$ cat config.mk
export PLATFORM = sky130hd
export DESIGN_NAME = serial_io_ctrl
export DESIGN_NICKNAME = d
export VERILOG_FILES = /design/src/rtl/serial_io_ctrl_pkg.sv /design/src/rtl/serial_io_ctrl_rx_fifo.sv /design/src/rtl/serial_io_ctrl.sv
export SDC_FILE = /design/constraint.sdc
export NUM_CORES = 1
export LEC_CHECK = 0
export CAP_MARGIN = 0
export CORE_MARGIN = 4
export CORE_UTILIZATION = 43
export DETAILED_ROUTE_END_ITERATION = 7
export MAX_ROUTING_LAYER = met4
export PLACE_DENSITY = 0.83
export SLEW_MARGIN = 10
export SYNTH_ARGS = -nofsm -noshare
export SYNTH_HDL_FRONTEND = slang
export SYNTH_SLANG_ARGS = --single-unit
export TNS_END_PERCENT = 1
$ cat constraint.sdc
create_clock -name clock -period 3.7 [get_ports clock]
set_clock_uncertainty 0.05 [all_clocks]
set_input_delay 0.555 -clock clock [delete_from_list [all_inputs] [get_ports clock]]
set_output_delay 0.555 -clock clock [all_outputs]
set_load 0.02 [all_outputs]
$ cat src/rtl/serial_io_ctrl_pkg.sv
// Shared addresses, FIFO depth and FSM encodings for the memory-mapped serial I/O controller.
package serial_io_ctrl_pkg;

   localparam logic [31:0] DEF_DATA_ADDR   = 32'hFFFF_0000;
   localparam logic [31:0] DEF_STATUS_ADDR = 32'hFFFF_0004;
   localparam int          DEF_RX_DEPTH    = 4;

   typedef enum logic [1:0] {
      RX_IDLE = 2'd0,
      RX_TAKE = 2'd1,
      RX_GAP  = 2'd2
   } rx_state_t;

   typedef enum logic [1:0] {
      TX_IDLE  = 2'd0,
      TX_WRITE = 2'd1,
      TX_HOLD  = 2'd2
   } tx_state_t;

   function automatic logic [31:0] status_word(input logic tx_ready, input logic rx_avail);
      return {30'b0, tx_ready, rx_avail};
   endfunction

endpackage

$ cat src/rtl/serial_io_ctrl_rx_fifo.sv
// Small synchronous FIFO that buffers received serial bytes until the processor loads them.
module rx_fifo #(
   parameter int DEPTH = 4,
   parameter int WIDTH = 8
) (
   input  logic             clock,
   input  logic             reset,
   input  logic             push,
   input  logic             pop,
   input  logic [WIDTH-1:0] din,
   output logic [WIDTH-1:0] dout,
   output logic             empty,
   output logic             full
);

   localparam int AW = $clog2(DEPTH);

   logic [WIDTH-1:0] mem [DEPTH];
   logic [AW:0]      wptr;
   logic [AW:0]      rptr;
   logic             push_ok;
   logic             pop_ok;

   // The extra pointer bit tells a full FIFO apart from an empty one.
   assign empty   = (wptr == rptr);
   assign full    = (wptr[AW] != rptr[AW]) && (wptr[AW-1:0] == rptr[AW-1:0]);
   assign push_ok = push && !full;
   assign pop_ok  = pop && !empty;
   assign dout    = mem[rptr[AW-1:0]];

   always_ff @(posedge clock or negedge reset) begin
      if (!reset) begin
         wptr <= '0;
         rptr <= '0;
      end else begin
         if (push_ok) wptr <= wptr + 1'b1;
         if (pop_ok)  rptr <= rptr + 1'b1;
      end
   end

   always_ff @(posedge clock) begin
      if (push_ok) mem[wptr[AW-1:0]] <= din;
   end

endmodule

$ cat src/rtl/serial_io_ctrl.sv
// Memory-mapped serial port controller: decodes data/status addresses, prefetches RX bytes
// into a FIFO, sequences TX writes and stalls the datapath until an access can complete.
module serial_io_ctrl
   import serial_io_ctrl_pkg::*;
#(
   parameter logic [31:0] DATA_ADDR   = DEF_DATA_ADDR,
   parameter logic [31:0] STATUS_ADDR = DEF_STATUS_ADDR,
   parameter int          RX_DEPTH    = DEF_RX_DEPTH
) (
   input  logic        clock,
   input  logic        reset,
   input  logic [31:0] mem_addr,
   input  logic        mem_rd,
   input  logic        mem_wr,
   input  logic [31:0] mem_wdata,
   output logic [31:0] mem_rdata,
   output logic        mem_hit,
   output logic        stall,
   input  logic [7:0]  serial_in,
   input  logic        serial_valid_in,
   input  logic        serial_ready_in,
   output logic [7:0]  serial_out,
   output logic        serial_rden_out,
   output logic        serial_wren_out
);

   rx_state_t  rx_state;
   tx_state_t  tx_state;
   logic       hit_data;
   logic       hit_status;
   logic       store_req;
   logic       load_data;
   logic       load_status;
   logic       tx_ready;
   logic       push;
   logic       pop;
   logic       fifo_empty;
   logic       fifo_full;
   logic [7:0] fifo_dout;
   logic       wdata_unused;

   assign wdata_unused = ^mem_wdata[31:8];

   // A simultaneous load and store is treated as a store; the load side is dropped.
   assign hit_data    = (mem_addr == DATA_ADDR);
   assign hit_status  = (mem_addr == STATUS_ADDR);
   assign mem_hit     = hit_data || hit_status;
   assign store_req   = mem_wr && hit_data;
   assign load_data   = mem_rd && !mem_wr && hit_data;
   assign load_status = mem_rd && !mem_wr && hit_status;
   assign tx_ready    = serial_ready_in && (tx_state == TX_IDLE);
   assign push        = (rx_state == RX_IDLE) && serial_valid_in && !fifo_full;
   assign pop         = load_data && !fifo_empty;

   rx_fifo #(
      .DEPTH(RX_DEPTH),
      .WIDTH(8)
   ) u_rx_fifo (
      .clock(clock),
      .reset(reset),
      .push (push),
      .pop  (pop),
      .din  (serial_in),
      .dout (fifo_dout),
      .empty(fifo_empty),
      .full (fifo_full)
   );

   always_comb begin
      mem_rdata = 32'h0;
      stall     = 1'b0;
      if (store_req) begin
         stall = !tx_ready;
      end else if (load_data) begin
         stall = fifo_empty;
         if (!fifo_empty) mem_rdata = {24'b0, fifo_dout};
      end else if (load_status) begin
         mem_rdata = status_word(tx_ready, !fifo_empty);
      end
   end

   // RX sequencing leaves a gap cycle so the sender can drop valid after the rden pulse.
   always_ff @(posedge clock or negedge reset) begin
      if (!reset) begin
         rx_state        <= RX_IDLE;
         serial_rden_out <= 1'b0;
      end else begin
         case (rx_state)
            RX_IDLE: begin
               if (push) begin
                  rx_state        <= RX_TAKE;
                  serial_rden_out <= 1'b1;
               end
            end
            RX_TAKE: begin
               rx_state        <= RX_GAP;
               serial_rden_out <= 1'b0;
            end
            RX_GAP:  rx_state <= RX_IDLE;
            default: begin
               rx_state        <= RX_IDLE;
               serial_rden_out <= 1'b0;
            end
         endcase
      end
   end

   always_ff @(posedge clock or negedge reset) begin
      if (!reset) begin
         tx_state        <= TX_IDLE;
         serial_out      <= 8'h0;
         serial_wren_out <= 1'b0;
      end else begin
         case (tx_state)
            TX_IDLE: begin
               if (store_req && serial_ready_in) begin
                  tx_state        <= TX_WRITE;
                  serial_out      <= mem_wdata[7:0];
                  serial_wren_out <= 1'b1;
               end
            end
            TX_WRITE: begin
               tx_state        <= TX_HOLD;
               serial_wren_out <= 1'b0;
            end
            TX_HOLD: tx_state <= TX_IDLE;
            default: begin
               tx_state        <= TX_IDLE;
               serial_wren_out <= 1'b0;
            end
         endcase
      end
   end

endmodule

==> qor.csv <==
metric;value;unit
Worst setup EP type;output port;
# DRC;0;
H-Tree Depth;2;
layout cells sized above 1;0.129;
core outline area;5540;sq um
final worst-path cycle share;0.901;
status;completed;
Unique masters post-synth;35;
WL final;4780;microns
vias in the first global route;1536;
most frequent cells in the layout;clkdlybuf4s50_1, edfxtp_1, conb_1, dfrtp_1, mux2_2;
DPL Wire Length;3760;microns
post-CTS setup buffers;0;
CTS tree;done;
slowest stage delay, CP;0.63;ns
Cell Area, Synth;2460;sq um
GRT Util Overall;0.140;
grt met3 use;0.0346;
largest net degree at the start of global routing;21;
final net count;331;
Slew headroom;0.402;
Final Setup Violations;0;
gr busiest metal;met2;
# IOs;122;
Final Wtd Congestion;0.802;
initial antenna violation count;0;
HP Class;reg -> reg;
Port Buf Inserts;73;
GR Layer Usage met1;0.156;
WP buf/inv;3;
Least-Margin Pin Slew;0.894;ns
Starting Density;0.444;
DR iter-0 viols;46;
Fin Setup TNS;0;ns
synthesized instance count;168;
crit-path max FO;7;
Max Cap Viol;0;
critical-path cell list;clkdlybuf4s50_1 > nor4_1 > and4_1 > nand4b_1 > buf_4 > nor2b_1 > clkdlybuf4s50_1;
Area Overhead vs Synth;33.2;%
clock slew at reported path FFs;0.08;ns
Slowest cell on crit path;clkdlybuf4s50_1;
Mean Syn Cell Area;14.6;sq um
Static Leak;1.27;nW
WHS;0.367;ns
critical path class;in -> out;
met2 Usage GRT;0.240;
Synth warnings;0;
first-pass GRT wire length;7560;microns
clock share of power;0.219;
Max Fclk;300;MHz
Skew-Pair Late Insertion Delay;0.30;ns
Slew Viols, Final;0;
CP Data Arrival Time;2.73;ns
Hold Buf Count CTS;0;
sw frac;0.271;
vias per cell;4.85;
Top delay family on crit path;buffers and inverters;
# clock sinks;52;
PostCTS Resize Cnt;0;
sequential share of the synthesized area;0.595;
Reg power frac;0.560;
RSZ-0062 raised after global routing;false;
die footprint;6990;sq um
Finished Core Util;0.591;
chip height;83.6;microns
Cell Rows;27;
critical path launch point type;input pin;
post-synth top area cell;edfxtp_1;
CTS Buf Count;5;
Critical Path RT;3.09;ns
Max Root-Sink Buffers;2;
Max IR drop VDD;0.274;mV
min Tclk post-route;3.33;ns
Initial DRT Pass Iterations;4;
Congestion Overflow GR;0;
Die W;83.6;microns
Cell Int Power;979;uW
post-synth top area share;0.391;
pre-CTS WS;0.364;ns
fillers;432;
Yosys reg bits;52;
Cell Pwr Density;410;nW/um^2
setup ws final;0.366;ns
CTS root buf;clkbuf_8;
crit-path most repeated cell;clkdlybuf4s50_1;
antenna-violating nets left;0;
combinational power share;0.220;
most common cell after layout, fill and taps aside;clkdlybuf4s50_1;
via count;1556;
Area contributors post-synth;edfxtp_1, dfrtp_1, buf_4;
Inserted Diodes;0;
Fin. Hold Viols;0;
Psw;363;uW
Routed WL per cell;14.9;microns
Layout Cells excl Fill;321;
Placed Instances;313;
logic make-up after synthesis:
| kind of cell | after synthesis | share of synthesized area |
|---|---|---|
| fa+ha+maj | 5 | 0.0255 |
| xor+xnor | 8 | 0.0285 |
| flops | 52 | 0.595 |
| mux | 17 | 0.115 |
| other cells | 1 | 0.00153 |
| compound gates | 7 | 0.0219 |
| simple gates | 46 | 0.126 |
| buf+inv | 32 | 0.0876 |
layer usage:
metal / vias up / routed length, microns
met5: - / 0
met4: 0 / 85
met2: 61 / 2470
met3: 7 / 341
met1: 754 / 1880
li1: 734 / -
cell usage after synthesis (all sizes together):
library cell,n
nand3b,2
xor2,2
nand4,4
nand2,3
nor3,1
nor4,5
inv,6
a31oi,2
conb,1
nor2b,6
nand3,3
nor2,4
edfxtp,32
or3b,2
nand2b,1
ha,5
dfrtp,20
nor3b,2
mux2,9
o22ai,1
buf,26
and2,4
mux4,8
a211oi,1
and4,2
nor4b,2
nand4b,1
a21o,2
or4,2
xnor2,6
and3,2
o21ai,1
worst reg2reg max path: stages, from the launching register on:
cell,delay (ns)
dfrtp_1,0.62
xnor2_1,0.25
a31oi_2,0.40
and2_1,0.49
sequential cells by signal, indices dropped and copies added (netlist names):
name             count
u_rx_fifo.wptr       3
u_rx_fifo.rptr       3
serial_out           8
serial_wren_out      1
tx_state             2
serial_rden_out      1
u_rx_fifo.mem       32
rx_state             2
through the flow:
stage	instance area, sq um	power [mW]
floorplan	2540	0.953
global placement	3190	1.04
detailed placement	3190	1.06
CTS	3270	1.36
global route	3270	1.42
finish	3270	1.34
final cells by class:
cell class,count,area (sq um),area share
Inverter,6,22.5,0.00688
Tap cell,72,90.1,0.0275
Sequential cell,52,1460,0.446
Clock inverter,1,3.75,0.00115
Multi-Input combinational cell,107,867,0.265
Timing Repair Buffer,76,753,0.230
Clock buffer,7,76.3,0.0233
power groups by stage:
stage / clock network [mW] / registers (mW) / logic [mW]
after global placement: 0 / 0.760 / 0.285
final: 0.294 / 0.752 / 0.296
after global routing: 0.329 / 0.763 / 0.332
after floorplan: 0 / 0.761 / 0.192
after CTS: 0.306 / 0.753 / 0.297
after detailed placement: 0 / 0.766 / 0.295
final timing paths:
check | start | endpoint | slack [ns] | cells past startpoint
setup / recovery | mem_addr[13] | mem_rdata[5] | 0.37 | 7
hold / removal | rx_state[1] | rx_state[1] | 0.37 | 1
setup reg to reg | u_rx_fifo.rptr[1] | u_rx_fifo.mem[1][5] | 1.53 | 3
hold reg to reg | rx_state[1] | rx_state[1] | 0.37 | 1
max in group asynchronous | reset | u_rx_fifo.wptr[0] | 2.34 | 1
min in group asynchronous | reset | serial_out[6] | 0.70 | 1
Note: power is estimated with default switching activity, not from simulation.
